[config.mk]
export PLATFORM = sky130hd
export DESIGN_NAME = dmem_arbiter_ctrl
export DESIGN_NICKNAME = d
export VERILOG_FILES = /design/src/rtl/dmem_arbiter_ctrl.sv
export SDC_FILE = /design/constraint.sdc
export NUM_CORES = 1
export LEC_CHECK = 0
export ABC_AREA = 1
export CAP_MARGIN = 30
export CORE_MARGIN = 2
export CORE_UTILIZATION = 45
export CTS_CLUSTER_DIAMETER = 100
export CTS_CLUSTER_SIZE = 8
export DETAILED_ROUTE_END_ITERATION = 12
export PLACE_DENSITY = 0.89
export SLEW_MARGIN = 15
export SYNTH_ARGS = -nofsm -noshare
export SYNTH_HDL_FRONTEND = slang
export SYNTH_SLANG_ARGS = --single-unit
[constraint.sdc]
create_clock -name clk -period 2.6 [get_ports clk]
set_clock_uncertainty 0.1 [all_clocks]
set_input_delay 0.52 -clock clk [delete_from_list [all_inputs] [get_ports clk]]
set_output_delay 0.52 -clock clk [all_outputs]
set_load 0.01 [all_outputs]
[src/rtl/dmem_arbiter_ctrl.sv]
// dmem_arbiter_ctrl: two-way round-robin arbiter and access sequencer for the
// byte-addressed little-endian data memory. Handles byte/half/word sizing,
// sign/zero extension on loads, read-modify-write for sub-word stores and
// misalignment/reserved-size error reporting. One transaction in flight.
module dmem_arbiter_ctrl #(
  parameter int DW    = 32,
  parameter int ADDRW = 32
) (
  input  logic               clk,
  input  logic               rst,
  input  logic [1:0]         req,
  input  logic [1:0]         we,
  input  logic [3:0]         size,
  input  logic [1:0]         uns,
  input  logic [2*ADDRW-1:0] addr,
  input  logic [2*DW-1:0]    wdata,
  output logic [1:0]         gnt,
  output logic [1:0]         rvalid,
  output logic [DW-1:0]      rdata,
  output logic               err,
  output logic [ADDRW-1:0]   mem_addr,
  output logic [DW-1:0]      mem_wdata,
  output logic               mem_we,
  output logic               mem_re,
  input  logic [DW-1:0]      mem_rdata
);

  localparam logic [2:0] IDLE   = 3'd0;
  localparam logic [2:0] ACCESS = 3'd1;
  localparam logic [2:0] RMW_RD = 3'd2;
  localparam logic [2:0] RMW_WR = 3'd3;
  localparam logic [2:0] DONE   = 3'd4;

  localparam logic [1:0] SZ_BYTE = 2'b00;
  localparam logic [1:0] SZ_HALF = 2'b01;
  localparam logic [1:0] SZ_WORD = 2'b10;

  logic [2:0]       state;
  logic             prio;      // requester favoured when both request
  logic             owner;
  logic             we_q;
  logic [1:0]       size_q;
  logic             uns_q;
  logic [ADDRW-1:0] addr_q;
  logic [DW-1:0]    wdata_q;
  logic [DW-1:0]    merge_q;

  logic             win;
  logic             sel_we;
  logic [1:0]       sel_size;
  logic             sel_uns;
  logic [ADDRW-1:0] sel_addr;
  logic [DW-1:0]    sel_wdata;
  logic             sel_bad;

  // Misaligned halves/words and the reserved size code never touch memory.
  function automatic logic bad_access(input logic [1:0] sz, input logic [1:0] a);
    return (sz == 2'b11) || (sz == SZ_HALF && a[0]) || (sz == SZ_WORD && a != 2'b00);
  endfunction

  // Pick the addressed lane(s) out of the memory word and extend to DW bits.
  function automatic logic [DW-1:0] load_ext(input logic [DW-1:0] word,
                                             input logic [1:0] sz,
                                             input logic [1:0] a,
                                             input logic u);
    logic [7:0]  b;
    logic [15:0] h;
    logic [DW-1:0] res;
    b = word[{a, 3'b000} +: 8];
    h = word[{a[1], 4'b0000} +: 16];
    case (sz)
      SZ_BYTE: res = {{(DW-8){b[7] & ~u}}, b};
      SZ_HALF: res = {{(DW-16){h[15] & ~u}}, h};
      default: res = word;
    endcase
    return res;
  endfunction

  // Replace the addressed lane(s) of the old word with the store data.
  function automatic logic [DW-1:0] merge_store(input logic [DW-1:0] old,
                                                input logic [1:0] sz,
                                                input logic [1:0] a,
                                                input logic [DW-1:0] wd);
    logic [DW-1:0] res;
    res = old;
    case (sz)
      SZ_BYTE: res[{a, 3'b000} +: 8]     = wd[7:0];
      SZ_HALF: res[{a[1], 4'b0000} +: 16] = wd[15:0];
      default: res = wd;
    endcase
    return res;
  endfunction

  // Winner selection and payload mux; gnt only pulses in IDLE and out of reset.
  always_comb begin
    win       = (req == 2'b11) ? prio : req[1];
    sel_we    = win ? we[1]  : we[0];
    sel_size  = win ? size[3:2] : size[1:0];
    sel_uns   = win ? uns[1] : uns[0];
    sel_addr  = win ? addr[2*ADDRW-1:ADDRW] : addr[ADDRW-1:0];
    sel_wdata = win ? wdata[2*DW-1:DW] : wdata[DW-1:0];
    sel_bad   = bad_access(sel_size, sel_addr[1:0]);
    gnt       = 2'b00;
    if (state == IDLE && rst && (|req))
      gnt = win ? 2'b10 : 2'b01;
  end

  // Memory-side strobes, address and write word, decoded from the state.
  always_comb begin
    rvalid    = 2'b00;
    mem_re    = 1'b0;
    mem_we    = 1'b0;
    mem_addr  = '0;
    mem_wdata = '0;
    case (state)
      ACCESS: begin
        mem_addr  = {addr_q[ADDRW-1:2], 2'b00};
        mem_re    = ~we_q;
        mem_we    = we_q;
        mem_wdata = we_q ? wdata_q : '0;
      end
      RMW_RD: begin
        mem_addr = {addr_q[ADDRW-1:2], 2'b00};
        mem_re   = 1'b1;
      end
      RMW_WR: begin
        mem_addr  = {addr_q[ADDRW-1:2], 2'b00};
        mem_we    = 1'b1;
        mem_wdata = merge_store(merge_q, size_q, addr_q[1:0], wdata_q);
      end
      DONE:    rvalid = owner ? 2'b10 : 2'b01;
      default: ;
    endcase
  end

  // Sequencer: latch the winner's request, walk the access, publish the result.
  always_ff @(posedge clk or negedge rst) begin
    if (!rst) begin
      state   <= IDLE;
      prio    <= 1'b0;
      owner   <= 1'b0;
      we_q    <= 1'b0;
      size_q  <= 2'b00;
      uns_q   <= 1'b0;
      addr_q  <= '0;
      wdata_q <= '0;
      merge_q <= '0;
      rdata   <= '0;
      err     <= 1'b0;
    end else begin
      case (state)
        IDLE: begin
          if (|req) begin
            owner   <= win;
            we_q    <= sel_we;
            size_q  <= sel_size;
            uns_q   <= sel_uns;
            addr_q  <= sel_addr;
            wdata_q <= sel_wdata;
            if (sel_bad) begin
              rdata <= '0;
              err   <= 1'b1;
              state <= DONE;
            end else if (sel_we && sel_size != SZ_WORD) begin
              state <= RMW_RD;
            end else begin
              state <= ACCESS;
            end
          end
        end
        ACCESS: begin
          rdata <= we_q ? '0 : load_ext(mem_rdata, size_q, addr_q[1:0], uns_q);
          err   <= 1'b0;
          state <= DONE;
        end
        RMW_RD: begin
          merge_q <= mem_rdata;
          state   <= RMW_WR;
        end
        RMW_WR: begin
          rdata <= '0;
          err   <= 1'b0;
          state <= DONE;
        end
        DONE: begin
          prio  <= ~owner;
          state <= IDLE;
        end
        default: state <= IDLE;
      endcase
    end
  end

endmodule
==> results by group, run 1 <==
Outcome
  – Status: finished, violations left
  – Failing checks: setup timing

Clock network
  – CTS tree: yes
  – Clk buf depth: 2
  – Root buffer cell: clkbuf_16
  – Reg clk slew, reported paths: 0.06 ns
  – Clock Sinks: 138
  – CTS buffer count: 17
  – H-tree depth: 4
  – Clock latency on the worst-skew pair: 0.42 ns

Routing
  – Number of DRC markers in iteration 0: 741
  – DRT Pass-1 Iters: 5
  – ANT nets after route: 0
  – # DRC: 0
  – Avg WL per Cell: 18.8 um
  – Metal3 WL: 2610 um
  – Via count: 9250
  – Wire length on met2: 15500 um
  – Met1 wire length: 11900 um
  – Vias per cell: 5.58
  – Top sig layer: met4
  – Final WL: 31200 um

Timing
  – Final Hold Vio Count: 0
  – Crit path time final: 2.82 ns
  – Final period util: 109%
  – Max-slew violations: 0
  – RSZ-0062 raised after global routing: yes
  – Worst slew pin tran: 0.758 ns
  – Fin worst setup slack: -0.224 ns
  – Setup TNS: -2.45 ns
  – Endpoints failing setup: 24
  – Worst slew margin: 49.5%
  – Max Clk Rate: 0.354 GHz

Floorplan
  – Initial Util: 45.8%
  – Die area: 19300 um^2
  – Core Area: 17900 um^2
  – Rows: 49
  – Die Wd: 139 um
  – I/O pin count: 275
  – Die Height: 139 um

Worst setup path
  – Crit Path Max Fanout: 7
  – Worst Path Arrival: 2.20 ns
  – Crit-path max cell delay: 0.37 ns
  – Setup slack, reg-to-reg: 0.41 ns
  – Crit Reg-Reg Startpoint: state[0]$_DFFE_PN0P_
  – CP endpoint kind: output port
  – Critical path, cell by cell: inv_2 > ha_4 > inv_6 > nor2_4 > nand3_4 > buf_6 > o22ai_2 > nand2_1 > nand3_2 > nand2_2 > o21ai_1 > buf_2
  – Worst R2R Path Depth: 10
  – CP Class: flop to output port
  – RR Endpoint: addr_q[2]$_DFFE_PN0P_
  – Req. time, crit path: 1.98 ns
  – Crit-path slowest cell: dfrtp_1
  – Worst Setup Start Kind: flop

Synthesis
  – Synth Warn #: 0
  – Syn Inst Count: 1110
  – Post-synth top area share: 42.2%
  – Register area share after synthesis: 42.2%
  – Largest cells by area after synthesis: dfrtp_1 42%, nand2_1 10%, o21ai_0 7.5%
  – Post-synthesis register bit count: 138
  – Post-synthesis cell area: 8190 um^2
  – Cell taking the most area after synthesis: dfrtp_1
  – Synth Area per Inst: 7.38 um^2
  – Post-synth cell types: 38

Power and ir drop
  – Int Pwr: 8.46 mW
  – Lkg Pwr: 5.83 nW
  – Total power: 15.1 mW
  – Switching Fraction: 43.8%
  – Reg power frac: 25.8%
  – Logic gate share of total power: 57.1%
  – Pwr/cell area: 1200 nW/um^2
  – P_sw: 6.60 mW
  – Clk pwr share: 17.0%
  – Maximum vdd ir drop: 650 uV

Flow run
  – Max-Cap Viols: 0

GRT
  – First-pass GRT wire length: 48400 um
  – Global-route usage over all layers: 31.6%
  – Vias in the first global route: 9019
  – Antenna violations before repair: 0
  – Largest net degree at the start of global routing: 139
  – Gr ovfl total: 0

Cells and area
  – Nets: 1592
  – Final core utilization: 70.0%
  – Most common cell after layout, fill and taps aside: nand2_1
  – # diodes: 0
  – Most frequent cells in the layout: 227 x nand2_1, 205 x clkdlybuf4s50_1, 137 x dfrtp_1
  – Layout cells sized above 1: 19.2%
  – Syn-to-layout area delta: 53.1%
  – Non-filler cells, final: 1657

Min path
  – Hold crit path type: input port to asynchronous set/reset pin

Placement
  – Placer Congestion: 0.992
  – DP Wirelength: 22700 um
  – Placed cells: 1607
  – IO Port Bufs: 272
[routing by layer]
metal	vias to the layer above	GRT usage [%]
met5	-	0
met4	0	13.5
met3	78	7.15
met2	479	54.2
met1	4385	38.3
li1	4308	-
[worst max-delay path, delay by kind of cell, from the launching register on]
family	cells	cell delay, ns
and+or+nand+nor	5	0.51
buffers and inverters	4	0.45
DFF	1	0.37
adders and majority gates	1	0.30
AOI/OAI and AO/OA	2	0.15
[cells in the mapped netlist (all sizes together)]
library cell  number
nor3               5
nor2             125
o21ai            159
o221ai            15
a21oi             38
o21a               1
conb               1
ha                 5
o211ai            21
mux2i              7
dfrtp            138
o22ai             87
buf               44
nand4              3
inv              127
nand3             46
clkbuf            31
nand2            235
clkinv             2
or2               17
nand3b             3
[registers in the layout (all words and copies together) (netlist names)]
register,count
addr_q,32
wdata_q,32
rdata,32
we_q,1
uns_q,1
owner,1
state,3
err,1
prio,1
merge_q,32
size_q,2
[cell families after synthesis]
group / Yosys count / synth area share [%]
other: 1 / 0.0458
adders and majority gates: 5 / 0.764
muxes: 7 / 0.856
and+or+nand+nor: 434 / 22.8
buffers and inverters: 204 / 10.7
DFF: 138 / 42.2
AOI/OAI and AO/OA: 321 / 22.7
[metrics by stage]
stage / cell area, um^2 / hold WS (ns) / setup WS, ns
final: 12500 / 0.163 / -0.224
after global routing: 12500 / 0.234 / -0.289
after CTS: 12300 / 0.214 / -0.163
after detailed placement: 11400 / 0.359 / -0.293
after global placement: 11400 / 0.356 / -0.222
after floorplan: 8190 / 0.124 / 0.0443
[timing repair]
action / 4_1_cts / 5_1_grt
pin swaps: 13 / 29
setup buffers: 13 / 5
gates resized for setup: 242 / 63
gates cloned: 0 / 1
setup endpoints to repair: 66 / 34
hold buffers: 0 / 0
endpoints found under the hold margin: 0 / 0
[final cells by class]
| type | instances | area, um^2 |
|---|---|---|
| well taps | 229 | 287 |
| clock inverters | 10 | 140 |
| multi-input cells | 769 | 4300 |
| inverters | 129 | 499 |
| repair buffers | 360 | 3370 |
| flip-flops and latches | 138 | 3450 |
| fillers | 1442 | 5360 |
| clock buffers | 22 | 484 |
[power by group through the flow]
stage | sequential, mW | combinational [mW] | clock [mW]
global route | 4.00 | 9.29 | 2.67
detailed placement | 3.84 | 7.58 | 0
CTS | 3.85 | 8.07 | 2.58
global placement | 3.82 | 7.43 | 0
floorplan | 3.82 | 4.46 | 0
finish | 3.89 | 8.61 | 2.56
[how the worst max path moves through the flow]
stage                    end             startpoint  cells after the start  slack [ns]
2_1_floorplan  mem_wdata[27]  addr_q[0]$_DFFE_PN0P_                     11        0.04
3_3_place_gp   mem_wdata[22]  addr_q[0]$_DFFE_PN0P_                     11       -0.22
3_5_place_dp   mem_wdata[23]  addr_q[0]$_DFFE_PN0P_                     11       -0.29
4_1_cts        mem_wdata[23]  addr_q[1]$_DFFE_PN0P_                     12       -0.16
5_1_grt        mem_wdata[23]  addr_q[0]$_DFFE_PN0P_                     12       -0.29
6_report       mem_wdata[23]  addr_q[1]$_DFFE_PN0P_                     12       -0.22
No activity file was read; power rests on OpenSTA's default activity.
==> run 2: changes to the inputs <==
- CTS_CLUSTER_SIZE: 8 -> 24
==> results of run 2 <==
The final DEF is identical to that of run 1; final timing and power are the same.
